## src/rtl/fir_coef_sequencer.sv

```systemverilog
// Coefficient store and burst sequencer for the sparse 7-tap FIR.
// Streams one complete set per load and qualifies the filter output.
module fir_coef_sequencer #(
  parameter int NTAPS = 7,
  parameter int NSETS = 4,
  parameter int CW = 8,
  localparam int SW = $clog2(NSETS),
  localparam int IW = $clog2(NTAPS)
) (
  input  logic                 clk,
  input  logic                 rst,
  input  logic                 cfg_wr,
  input  logic [SW-1:0]        cfg_set,
  input  logic [IW-1:0]        cfg_idx,
  input  logic signed [CW-1:0] cfg_data,
  input  logic                 load_req,
  input  logic [SW-1:0]        load_set,
  input  logic                 err_clr,
  output logic signed [CW-1:0] coef_val,
  output logic                 writeen,
  output logic                 tlast,
  output logic                 load_ack,
  output logic                 busy,
  output logic                 done,
  output logic                 y_valid,
  output logic [NSETS-1:0]     set_ready,
  output logic [2:0]           err
);

  localparam int CNTW = $clog2(NTAPS + 1);
  localparam logic [IW-1:0] LAST_I = IW'(NTAPS - 1);
  localparam logic [CNTW-1:0] LAST_C = CNTW'(NTAPS - 1);
  localparam logic [CNTW-1:0] END_C = CNTW'(NTAPS);
  localparam logic [CNTW-1:0] ONE_C = CNTW'(1);
  // edge at which the filter captures tap 1
  localparam logic [CNTW-1:0] TAP1_C = CNTW'(2);

  typedef enum logic [1:0] {
    IDLE, STREAM, SETTLE
  } state_t;

  logic signed [CW-1:0] mem [NSETS][NTAPS];
  logic signed [CW-1:0] shadow [NTAPS];
  logic [NTAPS-1:0] mask [NSETS];

  state_t state, state_d;
  logic [CNTW-1:0] idx, idx_d;
  logic [SW-1:0] act_set;

  logic in_range, conflict, wr_ok;
  logic start, incomplete;

  logic signed [CW-1:0] coef_d;
  logic wen_d, tlast_d, ack_d;
  logic busy_d, done_d, yv_d;
  logic [2:0] err_d;

  always_comb begin
    for (int s = 0; s < NSETS; s++) begin
      set_ready[s] = &mask[s];
    end
  end

  always_comb begin
    in_range = (cfg_data == '0)
            || (cfg_data == CW'(1))
            || (cfg_data == '1);
    conflict = cfg_wr && (state != IDLE)
            && (cfg_set == act_set);
    wr_ok = cfg_wr && in_range && !conflict
         && (cfg_idx <= LAST_I);
    start = load_req && (state == IDLE)
         && set_ready[load_set];
    incomplete = load_req && (state == IDLE)
              && !set_ready[load_set];
  end

  always_ff @(posedge clk or posedge rst) begin
    if (rst) begin
      state <= IDLE;
      idx <= '0;
    end else begin
      state <= state_d;
      idx <= idx_d;
    end
  end

  always_comb begin
    state_d = state;
    idx_d = idx;
    unique case (state)
      IDLE: begin
        if (start) begin
          state_d = STREAM;
          idx_d = ONE_C;
        end
      end
      STREAM: begin
        if (idx == END_C) state_d = SETTLE;
        else idx_d = idx + ONE_C;
      end
      SETTLE: state_d = IDLE;
      default: state_d = IDLE;
    endcase
  end

  always_comb begin
    coef_d = '0;
    wen_d = 1'b0;
    tlast_d = 1'b0;
    ack_d = 1'b0;
    busy_d = 1'b0;
    done_d = 1'b0;
    yv_d = y_valid;
    unique case (state)
      IDLE: begin
        if (start) begin
          coef_d = mem[load_set][0];
          wen_d = 1'b1;
          tlast_d = (NTAPS == 1);
          ack_d = 1'b1;
          busy_d = 1'b1;
        end
      end
      STREAM: begin
        busy_d = 1'b1;
        if (idx != END_C) begin
          coef_d = shadow[idx[IW-1:0]];
          wen_d = 1'b1;
          tlast_d = (idx == LAST_C);
        end
        if (idx == TAP1_C) yv_d = 1'b0;
      end
      SETTLE: begin
        done_d = 1'b1;
        yv_d = 1'b1;
      end
      default: ;
    endcase
    err_d = (err & {3{~err_clr}})
          | {conflict, incomplete, cfg_wr && !in_range};
  end

  always_ff @(posedge clk or posedge rst) begin
    if (rst) begin
      coef_val <= '0;
      writeen <= 1'b0;
      tlast <= 1'b0;
      load_ack <= 1'b0;
      busy <= 1'b0;
      done <= 1'b0;
      y_valid <= 1'b0;
      err <= '0;
      act_set <= '0;
      for (int s = 0; s < NSETS; s++) begin
        mask[s] <= '0;
      end
    end else begin
      coef_val <= coef_d;
      writeen <= wen_d;
      tlast <= tlast_d;
      load_ack <= ack_d;
      busy <= busy_d;
      done <= done_d;
      y_valid <= yv_d;
      err <= err_d;
      if (start) act_set <= load_set;
      if (wr_ok) mask[cfg_set][cfg_idx] <= 1'b1;
    end
  end

  // snapshot keeps the burst immune to writes landing on the load edge
  always_ff @(posedge clk) begin
    if (wr_ok) mem[cfg_set][cfg_idx] <= cfg_data;
    if (start) begin
      for (int t = 0; t < NTAPS; t++) begin
        shadow[t] <= mem[load_set][t];
      end
    end
  end

endmodule

```

## config.mk

```make
export PLATFORM = sky130hd
export DESIGN_NAME = fir_coef_sequencer
export DESIGN_NICKNAME = d
export VERILOG_FILES = /design/src/rtl/fir_coef_sequencer.sv
export SDC_FILE = /design/constraint.sdc
export NUM_CORES = 1
export LEC_CHECK = 0
export BUFFER_PORTS_ARGS = -buffer_cell sky130_fd_sc_hd__buf_2
export CAP_MARGIN = 5
export CORE_MARGIN = 2
export CORE_UTILIZATION = 45
export CTS_BUF_LIST = sky130_fd_sc_hd__clkbuf_8
export CTS_CLUSTER_DIAMETER = 30
export DETAILED_ROUTE_END_ITERATION = 10
export GPL_TIMING_DRIVEN = 1
export PLACE_DENSITY = 0.74
export SETUP_SLACK_MARGIN = 0.02
export SLEW_MARGIN = 20
export SYNTH_ARGS = -nofsm -noshare
export SYNTH_HDL_FRONTEND = slang
export SYNTH_SLANG_ARGS = --single-unit
```

## constraint.sdc

```tcl
create_clock -name clk -period 2.9 [get_ports clk]
set_input_delay 0.435 -clock clk [delete_from_list [all_inputs] [get_ports clk]]
set_output_delay 0.435 -clock clk [all_outputs]
set_load 0.03 [all_outputs]
```

=== After elaboration in Yosys (flattened, before gate mapping) ===
Memories as Yosys holds them, arrays and structs flattened.
Cells that the tools add are included.

* Memories: 2
* Word-level logic and storage cells: 104
* Output and inout bits: 21
* Bits in writable memories: 280
* Input bits: 20
* Register bits: 52

* Reduce and logical (&&, ||, !) cells: 29
* Equal/unequal tests: 13
* $lt $le $gt $ge: 8
* Bitwise gates (word level): 6
* Add/sub/neg operators: 1
* Muxes and demuxes: 30

{| class="wikitable"
|+ Memories
! name !! depth !! bits a word !! rd ports !! clocked after memory_dff !! wr ports !! RTL line !! text
|-
| mem || 4 || 56 || 1 || 0 || 1 || 42 || <nowiki>logic signed [CW-1:0] mem [NSETS][NTAPS];</nowiki>
|-
| shadow || 7 || 8 || 1 || 0 || 7 || 43 || <nowiki>logic signed [CW-1:0] shadow [NTAPS];</nowiki>
|}

{| class="wikitable"
|+ Operator list
! operator !! number
|-
| $mux 56 || 1
|-
| $or 28x28->28 || 1
|-
| $reduce_and 7->1 || 4
|-
| $demux 8 s3 || 1
|-
| $mux 8 || 3
|-
| $pmux 8 s2 || 1
|-
| $demux 7 s2 || 1
|-
| $logic_and 1x1->1 || 12
|-
| $mux 1 || 11
|-
| $eq 8x2->1 const B || 1
|-
| $eq 8x8->1 const B || 1
|-
| $logic_not 8->1 || 1
|-
| $ne 2x2->1 const B || 4
|-
| $mux 7 || 1
|-
| $eq 3x3->1 const B || 2
|-
| $mux 3 || 2
|-
| $pmux 1 s2 || 3
|-
| $pmux 3 s2 || 1
|-
| $reduce_bool 2->1 || 3
|-
| $ge 4x4->1 const B || 1
|-
| $lt 3x4->1 const B || 1
|-
| $lt 4x1->1 const B || 1
|-
| $mux 2 || 2
|-
| $not 3->4 || 1
|-
| 23 further kinds || 27
|}

=== Longest topological paths before layout ===
Gate-level depths: netlist of run 1.

* Depth after elaboration: 8
* Gate-level depth with buffers: 8
* Depth with buffers taken out: 5

=== Least setup slack after synthesis of run 1 ===
OpenSTA, ideal clock, no wires.

* Path type: input to register
* Start: in load_req
* End: mem shadow[0][0] (enable)
* Arrival: 2.364 ns
* Data required time: 2.485 ns
* Library setup time: 0.415 ns
* Buffers on the path: 0
* Setup slack: 0.121 ns
* Stages on the path: 4
* Path through: or3b_2 nor2_1 o21ai_0 nand2_1

{| class="wikitable"
|+ RTL lines
! element !! RTL line !! text
|-
| from (decl) || 16 || <nowiki>input logic load_req,</nowiki>
|-
| to (decl) || 43 ||
|}

=== Final worst setup path of run 1 ===
* Start: reg state[1]
* End: mem mem[1][29] (netlist bit) (enable)

* Word-level cells in the longest chain between the ends: 8

{| class="wikitable"
|+ Ends and longest elaborated chain
! element !! RTL line !! text
|-
| from (decl) || 46 || <nowiki>state_t state, state_d;</nowiki>
|-
| from (signal assigned) || 83 || <nowiki>state <= state_d;</nowiki>
|-
| $reduce_bool 2->1 || 68 || <nowiki>conflict = cfg_wr && (state != IDLE)</nowiki>
|-
| $logic_and 1x1->1 || 68 ||
|-
| $logic_and 1x1->1 || 69 || <nowiki>&& (cfg_set == act_set);</nowiki>
|-
| $logic_not 1->1 || 70 || <nowiki>wr_ok = cfg_wr && in_range && !conflict</nowiki>
|-
| $logic_and 1x1->1 || 70 ||
|-
| $logic_and 1x1->1 || 71 || <nowiki>&& (cfg_idx <= LAST_I);</nowiki>
|-
| $mux 1 || 174 || <nowiki>if (wr_ok) mem[cfg_set][cfg_idx] <= cfg_data;</nowiki>
|-
| $mux 56 (implied by the code) || 174 ||
|-
| to (decl) || 42 ||
|}

Every way passes these cells.

==> metrics.txt, run 1 <==
Yosys cell types 41; # Post-CTS Setup Buffers 0; Worst Reg-to-Reg Cells 7; final setup fails 0; Final Hold Vio Count 0; MaxCap Viol Count 0; initial antenna violation count 3; RSZ-0062 raised after global routing false; worst vdd ir 0.315 mV; # clock sinks 332; critical register-to-register path startpoint state[1]; Max Slew Vio Count 0; dpl cells 1,055; number of flops mapped to enable cells by yosys 280; endpoint class of the critical path flop; Filler cells 2,137; gpl congestion 0.877; DIE HEIGHT 171 um; Die Width 171 um; layout cell share with drive strength beyond 1 32.3%; Tot Pwr around 9.4 mW; dominant cell by count in the synthesized netlist edfxtp_1; post-route worst setup slack 0.532 ns; clk_skew 0.0417 ns; num ports approximately 40; Min-Delay Path Class in -> reg; CTS root buffer clkbuf_8; Detail Route Antenna Nets 0; ys flop type edfxtp_1; Setup TNS Final 0 ns; reg-to-reg setup timing slack 0.53 ns; critical path endpoint mem[1][29]; Util after Layout 52.6%; number of global-route vias before repair 6,796; CP arrival 2.64 ns; Placement Rows 61; H-tree levels 2; Pre-antenna DRT Iters 5; Hold Slack 0.204 ns; core area roughly 0.028 mm^2; Synth Warn # 0; slew margin rel. approximately 47%; post-DP HPWL 19,200 um; GRT Total Usage roughly 20%; syn nets around 650; data required time at the worst endpoint 3.17 ns; setup slack at placement 0.159 ns; actual slew at the worst max-slew pin 0.795 ns; final instance area 0.0145 mm^2; R2R Path End mem[1][29]; Die ar. 0.0293 mm^2; Max Freq 0.422 GHz; Leakage 5.22 nW; Worst-Skew Late Latency roughly 0.59 ns; CP startpoint state[1]; cts bufs inserted 54; dpl cell area about 0.013 mm^2; Max Fanout on Critical Path 16; Starting DRT DRC Count 790; port buffer count 40; WL per Instance approximately 25 um; syn_area_per_cell approximately 20 um^2; status finished, final reports clean; CP Class reg -> reg; CTS clk-pin slew, worst paths 0.06 ns; Seq/Total Area, Yosys ~77%; Synth area leaders edfxtp_1, mux4_2, dfrtp_1; Synth async-reset ratio 15.7%; final period utilization 81.6%; Post-Syn Area 0.0126 mm^2; starting density of the core between 40% and 50%; via count 6,611; first-pass GRT wire length 42,700 um; minimum clock period 2.37 ns; final non-filler cell total 1,153; Cell Pwr Density about 650 mW/mm^2; area growth from synthesis to layout 15.4%; grt total ovfl 0; cell count after synthesis about 630; area share of the largest cell type after synthesis 66.8%; largest net degree at the start of global routing 57; startpoint types flop; Post-synth top cells edfxtp_1, mux4_2, dfrtp_1; post-synthesis register bit count 332; nets 757; Clock Tree Buf Depth 3; TritonCTS clock tree yes; Routed WL 28,300 um; Yosys top cell by area edfxtp_1; Residual DRC 0; vias per cell 5.73
-- routing by layer --
layer / vias up / GRT usage (%) / wire (um)
li1: 2773 / - / -
met1: 3427 / 27.4 / 11300
met2: 356 / 31.8 / 13600
met3: 53 / 5.20 / 2720
met4: 2 / 6.08 / 559
met5: - / 0 / 12
-- what timing repair did --
item | 4_1_cts | 5_1_grt
gates resized for setup | 0 | 0
endpoints found under the hold margin | 23 | 0
hold buffers | 1 | 0
-- layout make-up --
class | count | area [um^2] | share of cell area (%)
Tap cell | 378 | 473 | 3.25
Inverter | 6 | 22.5 | 0.155
Timing Repair Buffer | 87 | 571 | 3.93
Sequential cell | 332 | 9710 | 66.8
Clock buffer | 56 | 771 | 5.30
Clock inverter | 40 | 290 | 2.00
Multi-Input combinational cell | 253 | 2700 | 18.5
Antenna cell | 1 | 2.50 | 0.0172
-- registers in the layout, indices dropped and copies added (netlist names) --
name / count
y_valid: 1
coef_val: 8
shadow: 56
writeen: 1
busy: 1
done: 1
idx: 3
state: 2
mem: 224
tlast: 1
act_set: 2
err: 3
mask: 28
load_ack: 1
-- where the power goes --
part / switching (mW) / total [mW] / internal, mW
logic: 0.219 / 0.327 / 0.108
registers: 0.00571 / 5.19 / 5.19
clock network: 1.77 / 3.93 / 2.15
-- worst min-delay path by stage --
stage,from,to,cells past startpoint
3_5_place_dp,mask[21],mask[21],1
6_report,err_clr,err[1],3
2_1_floorplan,mask[18],mask[18],1
5_1_grt,err_clr,err[1],3
4_1_cts,err_clr,err[1],3
3_3_place_gp,mask[26],mask[26],1
-- logic make-up after synthesis --
family                     count (synthesis)  share of synthesized area, %
AOI/OAI and AO/OA                         55                          3.47
xor gates and xnor gates                   2                         0.139
adders and majority gates                  3                         0.298
buffers and inverters                     41                          1.49
DFF                                      332                          77.1
muxes                                     82                          12.9
and+or+nand+nor                          111                          4.58
-- layout by cell type, fill, tap and decap left out, drive strengths merged, types with 16 or more instances in the layout --
cell type	Yosys	final
edfxtp	280	280
clkbuf	14	56
a31o	20	20
clkinv	0	21
inv	6	20
nor2	19	19
nor3	25	25
mux2i	16	16
dfrtp	52	52
nand2	23	23
buf	21	86
mux4	64	64
-- worst max-delay path: stages (launching register included) --
cell and delay (ns):
dfrtp_1 0.44, nor2_1 0.17, nor3_1 0.08, buf_4 0.16
or3_1 0.45, buf_4 0.26, nor3_1 0.28, buf_4 0.23
(Power assumes the default switching activity.)
==> inputs of run 2 (changes only) <==
- clock period: 2.9 -> 2.1 ns (I/O delays scaled with it)
==> metrics.txt, run 2 (same netlist as run 1, synthesis figures left out) <==
Cell Pwr Density 840 mW/mm^2 (was 650 mW/mm^2); final period utilization 99.4% (was 81.6%); Die Width 171 um (unchanged); post-DP HPWL 18,900 um (was 19,200 um); Routed WL 27,700 um (was 28,300 um); CTS root buffer clkbuf_8 (unchanged); Final Hold Vio Count 0 (unchanged); WL per Instance 23.0 um (was 24.5 um); minimum clock period 2.09 ns (was 2.37 ns); CP Class reg -> reg (unchanged); core area 0.0276 mm^2 (unchanged); Filler cells 2,004 (was 2,137); vias per cell 5.53 (was 5.73); port buffer count 40 (unchanged); clk_skew 0.0295 ns (was 0.0417 ns); CP max stage cell dfrtp_1 (was or3_1); CP delay by family, top simple AND/OR/NAND/NOR gates (unchanged); CTS clk-pin slew, worst paths 0.07 ns (was 0.06 ns); MaxCap Viol Count 0 (unchanged); via count 6,655 (was 6,611); GRT Total Usage 19.4% (was 20.0%); startpoint types flop (unchanged); DIE HEIGHT 171 um (unchanged); Leakage 5.79 nW (was 5.22 nW); RSZ-0062 raised after global routing true (was false); commonest non-fill, non-tap cell in the layout edfxtp_1 (unchanged); status finished, final reports clean (unchanged); Biggest register mem (unchanged); Die ar. 0.0293 mm^2 (unchanged); Worst-Skew Late Latency 0.59 ns (about the same); cts bufs inserted 52 (was 54); Max Slew Vio Count 0 (unchanged); Cell Chain, Critical Path nor2_2 > nor3_2 > or3_4 > buf_12 > nor4_4 > buf_6 (was nor2_1 > nor3_1 > buf_4 > or3_1 > buf_4 > nor3_1 > buf_4); actual slew at the worst max-slew pin 0.532 ns (was 0.795 ns); final setup fails 0 (unchanged); endpoint class of the critical path flop (unchanged); number of global-route vias before repair 6,963 (was 6,796); Clock Tree Buf Depth 3 (unchanged); max incr delay on CP 0.43 ns (was 0.45 ns); worst vdd ir 0.441 mV (was 0.315 mV); TritonCTS clock tree yes (unchanged); largest net degree at the start of global routing 53 (was 57); CP arrival 2.36 ns (was 2.64 ns); Residual DRC 0 (unchanged); dpl cell area 0.0142 mm^2 (was 0.0135 mm^2); H-tree levels 2 (unchanged); gpl congestion 0.834 (was 0.877); layout cell share with drive strength beyond 1 40.1% (was 32.3%); Max Fanout on Critical Path 8 (was 16); grt total ovfl 0 (unchanged); final instance area 0.0155 mm^2 (was 0.0145 mm^2); area growth from synthesis to layout 23.5% (was 15.4%); starting density of the core 45.6% (unchanged); num ports 41 (unchanged); slew margin rel. 64.6% (was 47.0%); Largest register FFs 224 (unchanged); Starting DRT DRC Count 607 (was 790); initial antenna violation count 4 (was 3); nets 803 (was 757); Top Registers mem (224), shadow (56), mask (28) (unchanged); Pre-antenna DRT Iters 5 (unchanged); # clock sinks 332 (unchanged); Placement Rows 61 (unchanged); Tot Pwr 13.1 mW (was 9.44 mW); Min-Delay Path Class in -> reg (unchanged); most frequent cells in the layout edfxtp_1, mux4_2, buf_4 (was edfxtp_1, mux4_2, clkbuf_8); data required time at the worst endpoint 2.38 ns (was 3.17 ns); Detail Route Antenna Nets 0 (unchanged); worst path bufs/invs 2 (was 3); first-pass GRT wire length 41,700 um (was 42,700 um); Max Freq 0.479 GHz (was 0.422 GHz)
run 2: through the flow:
step | hold WS [ns] | setup WS (ns) | std cells | utilization [%] | TNS, ns
floorplan | 0.414 | -0.0571 | 626 | - | -1.64
global placement | 0.347 | -0.315 | 1091 | 51.6 | -48.45
detailed placement | 0.362 | -0.358 | 1091 | 51.6 | -56.71
CTS | 0.0997 | 0.0242 | 1190 | 55.6 | 0
global route | 0.115 | -0.0404 | 1201 | 56.3 | -0.295
finish | 0.128 | 0.0128 | 1203 | 56.3 | 0
run 2: timing repair:
item	CTS	global route
setup buffers	0	7
pin swaps	4	2
endpoints found under the setup margin	184	185
resized for setup	9	4
cloned	0	4
hold buffers	3	0
endpoints found under the hold margin	22	0
run 2: path summary, 6_finish.rpt:
kind                            cells past startpoint  slack, ns   startpoint    endpoint
min in group asynchronous                           3       0.29          rst     y_valid
worst max register to register                      6       0.01     state[1]  mem[2][15]
worst min register to register                      1       0.47     mask[25]    mask[25]
max in group asynchronous                           4       1.15          rst    mask[20]
worst max-delay path                                6       0.01     state[1]  mem[2][15]
worst min-delay path                                2       0.13  cfg_data[5]  mem[3][37]
run 2: cell type report:
class / instances / area, um^2 / share of cell area, %
antenna: 2 / 5.00 / 0.0322
clock buffer: 55 / 757 / 4.87
clock inverter: 42 / 303 / 1.95
inverter: 6 / 22.5 / 0.145
multi-input combinational: 254 / 3010 / 19.3
sequential: 332 / 9710 / 62.4
tap: 378 / 473 / 3.04
timing repair buffer: 134 / 1270 / 8.18
run 2: power by group:
part / leakage (nW) / internal, mW / switching [mW] / total (mW)
Sequential: 3.21 / 7.16 / 0.00690 / 7.16
Clock: 0.595 / 2.86 / 2.53 / 5.39
Combinational: 1.98 / 0.189 / 0.309 / 0.498
Total: 5.79 / 10.2 / 2.85 / 13.1
run 2: routing by layer:
layer / part of all wire [%] / up-vias / track usage (%)
li1: - / 2872 / -
met1: 38 / 3445 / 24.6
met2: 52 / 292 / 32.8
met3: 7.9 / 44 / 4.83
met4: 2.1 / 2 / 6.85
met5: 0.047 / - / 0
==> inputs of run 3 (changes only) <==
- CORE_ASPECT_RATIO: default -> 1.4
- CTS_CLUSTER_SIZE: default -> 24
==> metrics.txt, run 3 (same netlist as run 1, synthesis figures left out) <==
status finished, final reports clean (unchanged); grt total ovfl 0 (unchanged); Residual DRC 0 (unchanged); Die ar. 0.0293 mm^2 (about the same); CTS root buffer clkbuf_8 (unchanged); TritonCTS clock tree yes (unchanged); initial antenna violation count 0 (was 4); port buffer count 40 (unchanged); final non-filler cell total 1,162 (was 1,203); Starting DRT DRC Count 555 (was 607); Placement Rows 72 (was 61); CTS clk-pin slew, worst paths 0.07 ns (about the same); max incr delay on CP 0.47 ns (was 0.43 ns); most used cell, CP buf_12; H-tree levels 2 (unchanged); area growth from synthesis to layout 21.3% (was 23.5%); Clock Tree Buf Depth 3 (unchanged); Detail Route Antenna Nets 0 (unchanged); largest net degree at the start of global routing 57 (was 53); core area 0.0276 mm^2 (about the same); Pre-antenna DRT Iters 4 (was 5); Largest register FFs 224 (unchanged); starting density of the core 45.7% (was 45.6%); endpoint class of the critical path flop (unchanged); dpl cell area 0.0142 mm^2 (about the same); clk_skew 0.0323 ns (was 0.0295 ns); CP arrival 2.29 ns (was 2.36 ns); Die Width 145 um (was 171 um); first-pass GRT wire length 41,100 um (was 41,700 um); CP Class reg -> reg (unchanged); reg-to-reg setup timing slack 0.08 ns (was 0.01 ns); slew margin rel. 58.8% (was 64.6%); post-DP HPWL 18,800 um (was 18,900 um); most frequent cells in the layout edfxtp_1, mux4_2, buf_4 (unchanged); nets 783 (was 803); cts bufs inserted 40 (was 52); # clock sinks 332 (unchanged); Cell Chain, Critical Path nor2_2 > nor3_1 > or3_4 > buf_12 > buf_4 > nor3_4 > buf_12 (was nor2_2 > nor3_2 > or3_4 > buf_12 > nor4_4 > buf_6); Max Freq 0.495 GHz (was 0.479 GHz); number of global-route vias before repair 6,808 (was 6,963); Routed WL 26,700 um (was 27,700 um); Leakage 5.58 nW (was 5.79 nW); startpoint types flop (unchanged); num ports 41 (unchanged); Max Fanout on Critical Path 10 (was 8); data required time at the worst endpoint 2.37 ns (was 2.38 ns); CP max stage cell dfrtp_2 (was dfrtp_1); WL per Instance 23.0 um (about the same); actual slew at the worst max-slew pin 0.617 ns (was 0.532 ns); RSZ-0062 raised after global routing false (was true); final setup fails 0 (unchanged); minimum clock period 2.02 ns (was 2.09 ns); DIE HEIGHT 202 um (was 171 um); gpl congestion 0.868 (was 0.834); MaxCap Viol Count 0 (unchanged); Cell Pwr Density 823 mW/mm^2 (was 840 mW/mm^2); dpl cells 1,080 (was 1,091); final instance area 0.0153 mm^2 (was 0.0155 mm^2); final period utilization 96.1% (was 99.4%); commonest non-fill, non-tap cell in the layout edfxtp_1 (unchanged); Min-Delay Path Class in -> reg (unchanged); vias per cell 5.54 (was 5.53); Tot Pwr 12.6 mW (was 13.1 mW); Final Hold Vio Count 0 (unchanged); Biggest register mem (unchanged); Max Slew Vio Count 0 (unchanged); antenna cells 0 (was 2); GRT Total Usage 18.7% (was 19.4%); layout cell share with drive strength beyond 1 40.2% (was 40.1%); Worst-Skew Late Latency 0.57 ns (was 0.59 ns); via count 6,437 (was 6,655); worst vdd ir 0.666 mV (was 0.441 mV); Top Registers mem (224), shadow (56), mask (28) (unchanged)
==> run 3: cell types whose count changed in the layout (fill, tap and decap cells not counted), sizes merged, moves of 2 or more <==
cell         previous run  this run
buf                   128       126
clkbuf                 58        41
clkinv                 16        14
clkinvlp                3         8
diode                   2         0
dlygate4sd3             3         1
inv                    26        13
==> run 3: final cells by class <==
type | instances | area, um^2
well taps | 370 | 463
inverters | 6 | 22.5
repair buffers | 127 | 1190
flip-flops and latches | 332 | 9710
multi-input cells | 253 | 2970
clock inverters | 33 | 350
fillers | 2046 | 12300
clock buffers | 41 | 564
==> run 3: metal layers <==
| layer | share of wire, % | track usage [%] |
|---|---|---|
| met4 | 5.8 | 10.9 |
| met1 | 38 | 22.7 |
| met3 | 5.6 | 2.96 |
| met5 | 0 | 0 |
| met2 | 51 | 31.8 |
==> run 3: where the power goes <==
group,switching (mW),total (mW),internal [mW]
Sequential,0.00627,7.15,7.15
Combinational,0.316,0.497,0.180
Clock,2.46,4.92,2.46
==> run 3: worst paths after layout <==
kind	start	to	cells after the start
max	state[1]	mem[0][9]	7
min	cfg_wr	err[0]	2
max reg2reg	state[1]	mem[0][9]	7
min reg2reg	mask[27]	mask[27]	1
max in group asynchronous	rst	mask[11]	4
min in group asynchronous	rst	mask[20]	3
==> run 3: worst max-delay path, delay by kind of cell (launching register included) <==
family                 cells  cell delay [ns]
flip-flops                 1             0.47
AND/OR/NAND/NOR            4             0.79
buffers and inverters      3             0.47
==> run 3: through the flow <==
stage | util (%) | setup TNS, ns | worst slack (ns) | hold WS [ns]
6_report | 55.4 | 0 | 0.0813 | 0.0487
5_1_grt | 55.4 | 0 | 0.0255 | 0.0297
4_1_cts | 55.4 | 0 | 0.108 | 0.0165
3_5_place_dp | 51.6 | -48.26 | -0.432 | 0.417
3_3_place_gp | 51.6 | -43.38 | -0.323 | 0.398
2_1_floorplan | - | -1.64 | -0.0571 | 0.414
==> run 3: timing repair <==
action                                  4_1_cts  5_1_grt
endpoints found under the hold margin        24        0
hold buffers                                  1        0
endpoints found under the setup margin       40        0
resized for setup                             7        0
buffers inserted                              7        0
